==> src/rtl/crossbar_pkg.sv <==
// Shared types and widths for the trigger crossbar: per-output routing entry and
// the commit FSM state encoding.
package crossbar_pkg;

  localparam int NUM_IN_DEFAULT = 12;
  // One extra code beyond the last input so "no input" is always representable
  localparam int SEL_W = $clog2(NUM_IN_DEFAULT + 1);

  typedef struct packed {
    logic [SEL_W-1:0] sel;
    logic             invert;
    logic             enable;
  } xbar_cfg_t;

  typedef enum logic {
    IDLE  = 1'b0,
    BLANK = 1'b1
  } commit_state_t;

endpackage

==> src/rtl/led_stretch.sv <==
// Activity stretcher: the LED rises the cycle after the source is seen high and
// falls once STRETCH_CYCLES consecutive low cycles have elapsed.
module led_stretch #(
  parameter int STRETCH_CYCLES = 2500000
) (
  input  logic clk,
  input  logic rst_n,
  input  logic src,
  output logic led
);

  localparam int CW = $clog2(STRETCH_CYCLES + 1);

  logic [CW-1:0] idle_cnt;

  // idle_cnt saturates at STRETCH_CYCLES, so the LED drops one cycle after the last quiet cycle
  always_ff @(posedge clk) begin
    if (!rst_n) begin
      led      <= 1'b0;
      idle_cnt <= '0;
    end else if (src) begin
      led      <= 1'b1;
      idle_cnt <= '0;
    end else if (idle_cnt == CW'(STRETCH_CYCLES)) begin
      led <= 1'b0;
    end else begin
      idle_cnt <= idle_cnt + 1'b1;
    end
  end

endmodule

==> src/rtl/trigger_crossbar_sync.sv <==
// Registered trigger crossbar with shadow/active config, blanked commits and LED stretchers.
// Optional per-input rising-edge counters are built when CROSSBAR_EDGE_COUNT_EN is defined.
module trigger_crossbar_sync
  import crossbar_pkg::*;
#(
  parameter int NUM_IN         = 12,
  parameter int NUM_OUT        = 12,
  parameter int CNT_W          = 32,
  parameter int BLANK_CYCLES   = 4,
  parameter int STRETCH_CYCLES = 2500000
) (
  input  logic                       clk_250mhz,
  input  logic                       rst_n,
  input  logic [NUM_IN-1:0]          trig_in,
  output logic [NUM_OUT-1:0]         trig_out,
  input  logic                       cfg_wr_en,
  input  logic [$clog2(NUM_OUT)-1:0] cfg_wr_idx,
  input  logic [SEL_W-1:0]           cfg_wr_sel,
  input  logic                       cfg_wr_invert,
  input  logic                       cfg_wr_enable,
  input  logic                       cfg_commit,
  output logic                       cfg_busy,
  input  logic [$clog2(NUM_IN)-1:0]  cnt_rd_idx,
  output logic [CNT_W-1:0]           cnt_rd_data,
  input  logic                       cnt_clear,
  output logic [NUM_IN-1:0]          trig_in_led,
  output logic [NUM_OUT-1:0]         trig_out_led
);

  localparam int OW  = $clog2(NUM_OUT);
  localparam int BW  = $clog2(BLANK_CYCLES + 1);
  localparam int PAD = (1 << SEL_W) - NUM_IN;

  logic [NUM_IN-1:0]       in_reg;
  logic [(1<<SEL_W)-1:0]   in_pad;
  xbar_cfg_t               shadow_cfg [NUM_OUT];
  xbar_cfg_t               active_cfg [NUM_OUT];
  commit_state_t           state;
  logic [BW-1:0]           blank_cnt;
  logic [NUM_OUT-1:0]      routed;
  logic [NUM_OUT-1:0]      shadow_inv;
  logic [NUM_OUT-1:0]      active_inv;
  logic                    wr_in_range;

  // Zero-padding makes every selector code a legal index; codes past NUM_IN read 0
  assign in_pad      = {{PAD{1'b0}}, in_reg};
  assign wr_in_range = ({1'b0, cfg_wr_idx} < (OW+1)'(NUM_OUT));

  always_comb begin
    routed     = '0;
    shadow_inv = '0;
    active_inv = '0;
    for (int o = 0; o < NUM_OUT; o++) begin
      routed[o]     = (active_cfg[o].enable & in_pad[active_cfg[o].sel]) ^ active_cfg[o].invert;
      shadow_inv[o] = shadow_cfg[o].invert;
      active_inv[o] = active_cfg[o].invert;
    end
  end

  always_ff @(posedge clk_250mhz) begin
    if (!rst_n) in_reg <= '0;
    else        in_reg <= trig_in;
  end

  // Shadow writes are accepted in any FSM state; a same-cycle commit sees the old contents
  always_ff @(posedge clk_250mhz) begin
    if (!rst_n) begin
      for (int o = 0; o < NUM_OUT; o++) shadow_cfg[o] <= '0;
    end else if (cfg_wr_en && wr_in_range) begin
      shadow_cfg[cfg_wr_idx] <= '{sel: cfg_wr_sel, invert: cfg_wr_invert, enable: cfg_wr_enable};
    end
  end

  // While blanking, outputs sit at the newly committed invert level so downstream sees no glitch
  always_ff @(posedge clk_250mhz) begin
    if (!rst_n) begin
      state     <= IDLE;
      blank_cnt <= '0;
      cfg_busy  <= 1'b0;
      trig_out  <= '0;
      for (int o = 0; o < NUM_OUT; o++) active_cfg[o] <= '0;
    end else begin
      case (state)
        IDLE: begin
          if (cfg_commit) begin
            active_cfg <= shadow_cfg;
            state      <= BLANK;
            cfg_busy   <= 1'b1;
            blank_cnt  <= '0;
            trig_out   <= shadow_inv;
          end else begin
            trig_out <= routed;
          end
        end
        BLANK: begin
          if (blank_cnt == BW'(BLANK_CYCLES - 1)) begin
            state    <= IDLE;
            cfg_busy <= 1'b0;
            trig_out <= routed;
          end else begin
            blank_cnt <= blank_cnt + 1'b1;
            trig_out  <= active_inv;
          end
        end
        default: state <= IDLE;
      endcase
    end
  end

`ifdef CROSSBAR_EDGE_COUNT_EN
  localparam int IW = $clog2(NUM_IN);

  logic [NUM_IN-1:0] in_prev;
  logic [CNT_W-1:0]  edge_cnt [NUM_IN];
  logic              rd_in_range;

  assign rd_in_range = ({1'b0, cnt_rd_idx} < (IW+1)'(NUM_IN));

  // Clear wins over a coincident edge, so that edge is dropped
  always_ff @(posedge clk_250mhz) begin
    if (!rst_n) begin
      in_prev     <= '0;
      cnt_rd_data <= '0;
      for (int i = 0; i < NUM_IN; i++) edge_cnt[i] <= '0;
    end else begin
      in_prev <= in_reg;
      for (int i = 0; i < NUM_IN; i++) begin
        if (cnt_clear)                     edge_cnt[i] <= '0;
        else if (in_reg[i] && !in_prev[i]) edge_cnt[i] <= edge_cnt[i] + 1'b1;
      end
      cnt_rd_data <= rd_in_range ? edge_cnt[cnt_rd_idx] : '0;
    end
  end
`else
  logic unused_cnt_inputs;

  assign unused_cnt_inputs = ^{cnt_clear, cnt_rd_idx};
  assign cnt_rd_data       = '0;
`endif

  for (genvar i = 0; i < NUM_IN; i++) begin : g_in_led
    led_stretch #(.STRETCH_CYCLES(STRETCH_CYCLES)) u_led (
      .clk   (clk_250mhz),
      .rst_n (rst_n),
      .src   (in_reg[i]),
      .led   (trig_in_led[i])
    );
  end

  for (genvar o = 0; o < NUM_OUT; o++) begin : g_out_led
    led_stretch #(.STRETCH_CYCLES(STRETCH_CYCLES)) u_led (
      .clk   (clk_250mhz),
      .rst_n (rst_n),
      .src   (trig_out[o]),
      .led   (trig_out_led[o])
    );
  end

endmodule

==> config.mk <==
export PLATFORM = sky130hd
export DESIGN_NAME = trigger_crossbar_sync
export DESIGN_NICKNAME = d
export VERILOG_FILES = /design/src/rtl/crossbar_pkg.sv /design/src/rtl/led_stretch.sv /design/src/rtl/trigger_crossbar_sync.sv
export SDC_FILE = /design/constraint.sdc
export NUM_CORES = 2
export LEC_CHECK = 0
export CORE_ASPECT_RATIO = 0.9
export CORE_UTILIZATION = 51
export CTS_CLUSTER_SIZE = 8
export DETAILED_ROUTE_END_ITERATION = 6
export GPL_TIMING_DRIVEN = 0
export PLACE_DENSITY = 0.7
export SKIP_CTS_REPAIR_TIMING = 1
export SYNTH_ARGS = -nofsm -noshare
export SYNTH_HDL_FRONTEND = slang
export SYNTH_SLANG_ARGS = --single-unit
==> constraint.sdc <==
create_clock -name clk_250mhz -period 5 [get_ports clk_250mhz]
set_input_delay 1 -clock clk_250mhz [delete_from_list [all_inputs] [get_ports clk_250mhz]]
set_output_delay 1 -clock clk_250mhz [all_outputs]
set_load 0.005 [all_outputs]
; ---- Word level (Yosys, flattened, before mapping)
; Cells that the tools add are included.
[totals]
regBits = 725
input_bits = 31
wordCells = 360
[op_classes]
addsub = 25
order_cmp = 15
eq_ne = 28
n_mux = 87
bitwise = 27
reduce_logical = 53
[ops]
columns = op, count
row1 = $add 22x1->22 const B, 24
row2 = $eq 22x22->1 const B, 24
row3 = $bwmux 72, 1
row4 = $mux 1, 64
row5 = $lt 4x5->1 const B, 12
row6 = $bmux 1 s4, 12
row7 = $reduce_bool 2->1, 24
row8 = $reduce_or 2->1, 24
row9 = $demux 6 s4, 1
row10 = $mux 12, 2
row11 = $pmux 12 s2, 1
row12 = $and 1x1->1, 12
row13 = $xor 1x1->1, 12
row14 = $mux 3, 2
row15 = $mux 6, 1
row16 = $pmux 3 s2, 1
row17 = $reduce_and 2->1, 3
row18 = $ge 5x5->1 const B, 1
row19 = $lt 5x1->1 const B, 1
row20 = $not 4->5, 1
row21 = $lt 4x4->1 const B, 1
row22 = $ne 2x2->1 const B, 2
row23 = $pmux 1 s2, 2
row24 = $add 3x1->3 const B, 1
row25 = other kinds (4), 6

; ---- Longest topological paths before layout
[logic_depth]
word_depth = 6
ltp_mapped = 8

; ---- Cells and area by module
; From an unflattened synthesis, not the netlist that was laid out.
[hier_totals]
cells_unflattened = 4064
area_unflattened_um2 = 34733.3
[by_module_without_submodules]
columns = module, n_inst, cells_per_inst, area_each_um2, seq_area_each_um2
row1 = led_stretch, 24, 135, 1118.6, 460.4
row2 = trigger_crossbar_sync, 1, 824, 7887.6, 3463.3

; ---- Worst setup path after synthesis
; OpenSTA, ideal clock, no wires.
[synth_timing]
path_kind = input -> register
from = input port cfg_wr_idx[0]
to = register shadow_cfg[42] (netlist name)
setup_ps = 128
arrival_ps = 1962
required_ps = 4872
slack_ps = 2910
path_stages = 4
path_buffers = 0
path_cell_list = nor3b_2 nand3b_1 mux2i_1 nor2_1
[synth_via]
elab_chain_cells = 6
[synth_lines]
columns = item, line
row1 = from (decl), trigger_crossbar_sync.sv:17  ; input logic [$clog2(NUM_OUT)-1:0] cfg_wr_idx,
row2 = $not 4->5 (implied by the code), trigger_crossbar_sync.sv:70  ; shadow_cfg[cfg_wr_idx] <= '{sel: cfg_wr_sel, invert: cfg_wr_invert, enable: cfg_wr_enable};
row3 = $ge 5x5->1 (implied by the code) or $lt 5x1->1 (tied branches), trigger_crossbar_sync.sv:70
row4 = $logic_and 1x1->1 (implied by the code), trigger_crossbar_sync.sv:70
row5 = $mux 6 (implied by the code), trigger_crossbar_sync.sv:70
row6 = $demux 6 s4, trigger_crossbar_sync.sv:70
row7 = $bwmux 72, trigger_crossbar_sync.sv:70
row8 = "to (signal, indexed assignment)", trigger_crossbar_sync.sv:70
row9 = to (decl), trigger_crossbar_sync.sv:36  ; xbar_cfg_t shadow_cfg [NUM_OUT];
; Parallel ways exist; a longest one is shown, timed or not.
; A chain may end at the register's enable or synchronous reset.

==> key figures <==
Outcome
  – Status: finished clean

Timing
  – Final TNS setup: 0 ns
  – Final setup violation count: 0
  – Max Freq: 260 MHz
  – Period utilization: 76.9%
  – Final hold violation count: 0
  – Worst slew pin tran: approximately 1.3 ns
  – Tmin final: about 3.8 ns
  – Max-slew violation count: 0
  – Relative slew slack: ~11%
  – RSZ-0062 raised after global routing: no
  – Final Skew: 0.0195 ns
  – Worst setup margin: 1.15 ns

Floorplanning
  – Die height: 244 um
  – Die Area: 66300 um2
  – DIE WIDTH: 271 um
  – Initial core utilization: 51.8%
  – Row count: 88
  – Core area: 64300 um2
  – I/O pin total: 100

Worst setup path
  – Critical Path Most Common Cell: clkbuf_1
  – Setup CP Type: in -> reg
  – Cell count along the critical path: 6
  – Slowest-stage cell, CP: clkbuf_1
  – Slowest stage delay, CP: about 0.96 ns
  – R2R cell count: 6
  – Buf/Inv on CP: 4
  – Worst Setup Start Kind: primary input
  – Worst-path cell chain: clkdlybuf4s50_1, clkbuf_1, clkbuf_1, clkbuf_1, nand2_1, o21ai_0
  – Critical Path AT: 4.30 ns
  – CP max FO: 10
  – Worst Setup End Kind: flip-flop
  – Worst EP required: approximately 5.5 ns
  – CP top delay family: buffers and inverters

Placement
  – Inst Count DP: 4789
  – Number of port buffers: 62
  – Dpl ws: 0.586 ns
  – Detail Placement HPWL: roughly 50 mm
  – Gpl congestion: 0.836

Power
  – Switching portion of total power: 22.4%
  – Sw power: 2770 uW
  – Logic gate share of total power: 4.4%
  – Power Density: 328 nW/um2
  – Clk network pwr share: 47.6%
  – Max rail drop VDD: 0.251 mV
  – Flop pwr share: between 40% and 50%
  – Internal power: 9600 uW
  – Leak: ~0.013 uW

Synthesis
  – Yosys cell types: 54
  – Mapped Avg Cell Area: between 8 and 9 um2
  – Synth area leader: dfxtp_1
  – FFs w/ async S/R, synth: 0%
  – Synth area leaders: dfxtp_1, nor2_1, xor2_1
  – YS warnings: 0
  – Yosys reg bits: roughly 730
  – Sequential fraction of the synthesis area: 43.6%
  – Cell area after synthesis: 33300 um2
  – Post-synth EDFFs: 0
  – Synth top area share: 43.6%
  – Most used DFF post-synth: dfxtp_1
  – Syn Inst Count: 3841

Global routing
  – Largest net degree at the start of global routing: 14
  – Gr usage total: 22.0%
  – Total grt overflow: 0
  – Vias in the first global route: 24300
  – First-pass GRT wire length: 122 mm
  – Initial antenna violation count: 2

Layout
  – ANT cells: 0
  – Leading registers by flop count: g_in_led.u_led.idle_cnt (264), g_out_led.u_led.idle_cnt (264)
  – Fillcell total: ~5700
  – Final Non-Filler Cells: 4897
  – Share of cells above drive strength 1: 6.19%
  – Area of the multi-input gates: about 17000 um2
  – Sequential Area: about 15000 um2
  – Area grow syn2layout: 13.3%
  – Nets@finish: 4117

Clocking
  – Clk buf depth: 3
  – Root Buffer: clkbuf_16
  – Skew-Pair Late Insertion Delay: 0.63 ns
  – H-tree depth: 3
  – Sink Count: 725
  – CTS tree: built
  – CTS clock-pin slew for the worst setup and hold paths: 0.05 ns
  – TritonCTS buffer count: 100

Min path
  – Worst min path class: reg -> reg
  – Hold path depth: 2

Detailed routing
  – Routed WL: 73.1 mm
  – Antenna-violating nets left: 0
  – Vias post-DR: roughly 26000
  – Detailed Route Iter0 Violations: 1513
  – Drt wl/cell: 14.9 um
  – Vias per cell: 5.38
  – TritonRoute pass-1 iters: 5
  – DRC viols: 0

Run
  – Max Cap Violations: 0
-- area by class of cell --
class	count	share of cell area (%)
multi-input cells	2808	46.0
clock buffers	103	6.75
well taps	855	2.84
clock inverters	5	0.156
plain buffers	223	2.92
inverters	116	1.16
repair buffers	62	1.65
flip-flops and latches	725	38.5
-- cells by family (layout without fill, tap and decap cells) --
logic type / after synthesis / count (layout) / share of synthesized area [%]
adder cells (fa/ha/maj): 50 / 50 / 1.88
AO/OA/AOI/OAI: 301 / 301 / 4.90
XOR/XNOR: 418 / 418 / 11.0
AND/OR/NAND/NOR: 1867 / 1867 / 28.9
multiplexers: 140 / 140 / 5.04
buffers and inverters: 339 / 509 / 4.62
other: 1 / 32 / 0.0113
flip-flops: 725 / 725 / 43.6
-- layout by cell type (no fill, tap or decap), types with 14 or more instances in the layout --
cell             instances
nand4b_1                38
clkbuf_16              101
a21oi_1                174
xor2_1                 219
nor4bb_1                14
nor3_1                 107
or3_1                   72
o21a_1                  17
clkbuf_1               128
nor4_1                  74
nand2_1                341
nor2b_1                 38
nor2_1                 571
nand2b_1                62
xnor2_1                199
mux4_2                  22
nor4b_1                 25
o21ai_0                 83
or3b_2                  15
conb_1                  32
dfxtp_1                725
ha_1                    50
nand4_1                117
and2_1                  17
or4_1                   20
buf_4                   68
mux2i_1                118
inv_1                  116
and3_1                  65
nand3_1                188
clkdlybuf4s50_1         62
buf_1                   21
and4_1                  39
-- power groups by stage --
stage	registers (uW)	clock network (uW)	logic, uW
2_1_floorplan	6020	0	354
3_3_place_gp	6050	0	536
3_5_place_dp	6050	0	543
4_1_cts	5930	6020	547
5_1_grt	5940	6280	604
6_report	5940	5880	546
-- final timing paths --
| path | slack (ns) | from | to |
|---|---|---|---|
| hold reg to reg | 0.44 | shadow_cfg[44] | active_cfg[44] |
| setup / recovery | 1.15 | rst_n | trig_out[7] |
| hold / removal | 0.44 | shadow_cfg[44] | active_cfg[44] |
| setup reg to reg | 2.22 | in_reg[3] | trig_out[7] |
-- tightest hold or removal path, cell delays in order (launching register included) --
cell and delay (ns):
dfxtp_1 0.31, nand2_1 0.05, a21oi_1 0.05
-- through the flow --
stage	total power, uW	utilization [%]	cell area [um2]	hold slack, ns
after floorplan	6380	-	33400	0.431
after global placement	6580	54.6	35100	0.436
after detailed placement	6590	54.6	35100	0.444
after CTS	12500	58.6	37700	0.437
after global routing	12800	58.6	37700	0.451
final	12400	58.6	37700	0.444
-- Yosys cell counts, types with 3 or more instances --
cell type,number
nor2b_1,38
o21a_1,17
o21ai_0,83
nand4_1,117
clkbuf_1,127
or4_1,20
mux2i_1,118
and2_1,17
buf_4,68
dfxtp_1,725
nand2_1,341
and4_1,39
nand4b_1,38
a21oi_1,174
nor4_2,12
or2_2,4
buf_1,21
nor4bb_1,14
clkbuf_2,3
or3b_2,15
and3_1,65
buf_2,4
nor2_1,571
ha_1,50
nor3_1,107
nand2b_1,62
nor3b_1,9
xor2_1,219
nor4_1,74
nand3b_1,13
nand3_1,188
or3_1,72
and3b_1,5
xnor2_1,199
nor4b_1,25
a32oi_1,11
a22oi_1,13
inv_1,116
nor3_2,7
mux4_2,22
-- metal layers --
metal	part of all wire, %	track usage, %	up-vias
li1	-	-	13500
met1	49	30.4	12200
met2	44	34.3	487
met3	5.2	4.57	141
met4	2.3	6.43	4
met5	0.038	0	-
(Power assumes the default switching activity.)
